File: src/rtl/counter_ctrl.sv
// counter_ctrl: start/stop/pause tick counter with one-shot or periodic reload.
// Define COUNTER_CTRL_PRESCALE_EN to divide the count tick by PRESCALE clk cycles.
module counter_ctrl #(
  parameter int WIDTH    = 8,
  parameter int PRESCALE = 4
) (
  input  logic             clk,
  input  logic             reset,
  input  logic             start,
  input  logic             stop,
  input  logic             pause,
  input  logic             mode,
  input  logic [WIDTH-1:0] period,
  output logic [WIDTH-1:0] value,
  output logic             busy,
  output logic             done,
  output logic [WIDTH-1:0] wraps
);

  typedef enum logic [1:0] {
    IDLE   = 2'd0,
    RUN    = 2'd1,
    PAUSED = 2'd2
  } state_t;

  state_t           state;
  state_t           state_nxt;
  logic [WIDTH-1:0] period_q;
  logic             mode_q;
  logic [WIDTH-1:0] value_nxt;
  logic [WIDTH-1:0] wraps_nxt;
  logic             done_nxt;
  logic             start_ok;
  logic             abort;
  logic             load;
  logic             active;
  logic             tick;
  logic             terminal;

  if (PRESCALE < 1) begin : g_prescale_check
    $error("counter_ctrl: PRESCALE must be at least 1");
  end

  assign busy     = (state != IDLE);
  assign start_ok = start && (period != '0);
  assign abort    = stop && busy;
  assign load     = start_ok && !abort;
  // Leaving PAUSED counts on the same edge, so a pause delays done by exactly its length.
  assign active   = busy && !pause;
  assign terminal = (value == (period_q - WIDTH'(1)));

`ifdef COUNTER_CTRL_PRESCALE_EN
  localparam int PW = (PRESCALE > 1) ? $clog2(PRESCALE) : 1;
  logic [PW-1:0] presc;

  assign tick = active && (presc == PW'(PRESCALE - 1));

  always_ff @(posedge clk) begin
    if (reset) begin
      presc <= '0;
    end else if (abort) begin
      presc <= presc;
    end else if (load) begin
      presc <= '0;
    end else if (tick) begin
      presc <= '0;
    end else if (active) begin
      presc <= presc + PW'(1);
    end else begin
      presc <= presc;
    end
  end
`else
  assign tick = active;
`endif

  always_ff @(posedge clk) begin
    if (reset) begin
      state    <= IDLE;
      value    <= '0;
      wraps    <= '0;
      done     <= 1'b0;
      period_q <= '0;
      mode_q   <= 1'b0;
    end else begin
      state <= state_nxt;
      value <= value_nxt;
      wraps <= wraps_nxt;
      done  <= done_nxt;
      if (load) begin
        period_q <= period;
        mode_q   <= mode;
      end else begin
        period_q <= period_q;
        mode_q   <= mode_q;
      end
    end
  end

  always_comb begin
    state_nxt = state;
    if (abort) begin
      state_nxt = IDLE;
    end else if (start_ok) begin
      state_nxt = RUN;
    end else begin
      case (state)
        RUN, PAUSED: begin
          if (pause) begin
            state_nxt = PAUSED;
          end else if (tick && terminal && !mode_q) begin
            state_nxt = IDLE;
          end else begin
            state_nxt = RUN;
          end
        end
        default: state_nxt = IDLE;
      endcase
    end
  end

  always_comb begin
    value_nxt = value;
    wraps_nxt = wraps;
    done_nxt  = 1'b0;
    if (abort) begin
      value_nxt = '0;
    end else if (start_ok) begin
      value_nxt = '0;
      wraps_nxt = '0;
    end else if (tick) begin
      if (terminal) begin
        value_nxt = '0;
        done_nxt  = 1'b1;
        if (wraps != {WIDTH{1'b1}}) begin
          wraps_nxt = wraps + WIDTH'(1);
        end else begin
          wraps_nxt = wraps;
        end
      end else begin
        value_nxt = value + WIDTH'(1);
      end
    end else begin
      value_nxt = value;
    end
  end

endmodule

File: config.mk
export PLATFORM = sky130hd
export DESIGN_NAME = counter_ctrl
export DESIGN_NICKNAME = d
export VERILOG_FILES = /design/src/rtl/counter_ctrl.sv
export SDC_FILE = /design/constraint.sdc
export NUM_CORES = 1
export LEC_CHECK = 0
export ABC_AREA = 1
export CAP_MARGIN = 20
export CORE_MARGIN = 5
export CORE_UTILIZATION = 51
export CTS_BUF_LIST = sky130_fd_sc_hd__clkbuf_2
export DETAILED_ROUTE_END_ITERATION = 7
export PLACE_DENSITY_LB_ADDON = 0.2
export REMOVE_ABC_BUFFERS = 1
export SLEW_MARGIN = 5
export SYNTH_ARGS = -nofsm -noshare
export SYNTH_HDL_FRONTEND = slang
export SYNTH_SLANG_ARGS = --single-unit
export TNS_END_PERCENT = 30
File: constraint.sdc
create_clock -name clk -period 2.3 [get_ports clk]
set_clock_uncertainty 0.2 [all_clocks]
set_input_delay 0.23 -clock clk [delete_from_list [all_inputs] [get_ports clk]]
set_output_delay 0.23 -clock clk [all_outputs]
set_load 0.005 [all_outputs]
==> impl_metrics.ini <==
[route]
drc = 0
drt_iter0_drc = 100
drtPass1Iterations = 4
wl_um = 4440
wl_per_cell_um = 12.4
ant_nets = 0
avgViaCountPerCell = 5.24
num_vias = 1877

[pwr]
ir_drop_mv = 0.289
cellPowerDensity_nw_per_um2 = 422
power.leakage_nw = 0.946

[final_layout]
diodes = 0
n_fill_cell = 322
syn2layout_area_growth_pct = 23.6
multi_input_area_um2 = 1100
nets = 331
drive_gt1_share_pct = 16.3
seq_area_um2 = 563
utilization_pct = 66.7

[yosys]
yosys.area.top_type_share_pct = 30.4
avgSynthCellArea_um2 = 6.73
synth.distinct_cells = 28
synthCells = 274
yosysSeqAreaShare_pct = 30.4
synth_most_common_cell = nand2_1
synth_ff_type = dfxtp_1
synth_area_leaders = dfxtp_1 (30%), nand2_1 (12%), nand3_1 (7.3%)
yosys_warnings = 0
syn-cell-area_um2 = 1840
yosysTopAreaCell = dfxtp_1
async_flop_share_pct = 0
ys_seq_elements = 28
synth_edf_count = 0
synth_common_cells = nand2_1 (59), inv_1 (33), dfxtp_1 (28)

[worst_setup_path]
start_kind = flip-flop
max_stage_delay_ns = 0.41
reg2reg_from = period_q[1]
crit_fanout = 5
r2r-end = value[4]
cp_slowest_cell = dfxtp_2
ff2ff_path_depth = 15
end_kind = flip-flop
critPathTopFamily = simple AND/OR/NAND/NOR gates
crit_top_cell = nand2_1
arrival_ns = 2.20
reg2reg_slack_ns = 0.21
worstSetupPathType = flip-flop to flip-flop
cp.required_ns = 2.41
path_cells = inv_1 > ha_2 > nand2_1 > nand2_1 > nand2_2 > inv_1 > nand2_1 > nor2_1 > nand3_2 > nor2_4 > nand2_2 > nand2_4 > inv_2 > nand3b_2 > inv_2
crit_buf_inv = 4

[sta]
slew_headroom_pct = 64.4
timing.final.ws_setup_ns = 0.209
hold_ws_ns = 0.225
finalSetupViolations = 0
fin_setup_tns_ns = 0
period_needed_ns = 2.09
maxSlewViolCount = 0
worstMarginPinSlew_ns = 0.534
hold_viol = 0
rsz0062_at_grt = false
max_freq_mhz = 478
finalCritPeriodShare_pct = 90.9

[floorplanning]
die_x_um = 70.1
core_region_area_um2 = 3420
io_pins = 32
die_h_um = 70.1
row_count = 21
initial_utilization_pct = 54.0
die_area_um2 = 4920

[hold_path]
holdCritPathClass = input pin to flip-flop
hp-start = pause
hold_depth = 3
holdPathEnd = state[1]

[clocking]
cts_buffers = 3
cts_hold_buf = 0
cts_root_buf = clkbuf_2
cts_setup_buffers = 0
clock_latency_ns = 0.36
clkTransAtPathRegs_ns = 0.26
cts.repair.resized = 0
htree_levels = 1
cts_buffer_depth = 2
cts_tree = done
clock-sinks = 28

[global_route]
grt_pass1_wl_um = 7460
grt_use_total_pct = 18.1
grt-ovfl-total = 0
grt_max_degree = 16
grt_antenna_before_repair = 0
grt_pass1_vias = 1722

[status]
status = finished clean

[job]
maxCapViolCount = 0

[place]
place_congestion = 0.888
dpl.hpwl_um = 3630
place.port_buffers = 31
dpl_worst_slack_ns = 0.0977
layer usage:
metal	GRT usage (%)	share of wire [%]
met5	0	0
met4	6.17	1.9
met3	1.87	2.8
met2	31.3	48
met1	23.4	47
report_power, final:
group	internal, mW	switching [mW]
Combinational	0.102	0.157
Clock	0.0378	0.146
Sequential	0.502	0.0153
Total	0.642	0.318
flip-flops by register name (all words and copies together) (netlist names):
| name | count |
|---|---|
| wraps | 8 |
| state | 2 |
| value | 8 |
| done | 1 |
| period_q | 8 |
| mode_q | 1 |
worst max path at each step:
stage / startpoint / end / slack [ns] / cells after the start
2_1_floorplan: state[0] / value[6] / 0.34 / 10
3_3_place_gp: period[4] / value[4] / 0.11 / 10
3_5_place_dp: period[4] / value[4] / 0.1 / 10
4_1_cts: period_q[1] / wraps[0] / 0.13 / 12
5_1_grt: period_q[1] / wraps[0] / 0.04 / 12
6_report: period_q[1] / value[4] / 0.21 / 15
worst register-to-register path, delay by kind of cell, from the launching register on:
| kind | cells | cell delay (ns) |
|---|---|---|
| flip-flops | 1 | 0.41 |
| AND/OR/NAND/NOR | 10 | 0.90 |
| adder cells (fa/ha/maj) | 1 | 0.33 |
| buffers and inverters | 4 | 0.22 |
cell usage in the layout (no fill, tap or decap), drive strengths merged, types with 8 or more instances in the layout:
cell type,instances
inv,41
nand4,12
nor2,33
a21oi,21
nand3,34
dfxtp,28
clkdlybuf4s50,31
o21ai,9
buf,8
nand2,70
area by class of cell:
class,instances,area share [%]
clock inverter,1,0.165
inverter,41,6.76
tap,46,2.53
multi-input combinational,200,48.4
timing repair buffer,39,16.8
sequential,28,24.7
clock buffer,3,0.659
metrics by stage:
stage	area (um^2)	power, mW	cells
6_report	2280	0.960	358
3_5_place_dp	2250	0.782	354
4_1_cts	2270	0.967	358
5_1_grt	2280	1.02	358
3_3_place_gp	2250	0.778	354
2_1_floorplan	1810	0.693	269
cell families (layout without fill, tap and decap cells):
kind of cell    count (synthesis)  after routing  synth area share [%]
simple gates                  156            156                  43.8
buf+inv                        46             84                  9.98
compound gates                 30             30                  8.35
flops                          28             28                  30.4
xor+xnor                       10             10                  4.75
fa+ha+maj                       4              4                  2.72
Note: power is estimated with default switching activity, not from simulation.
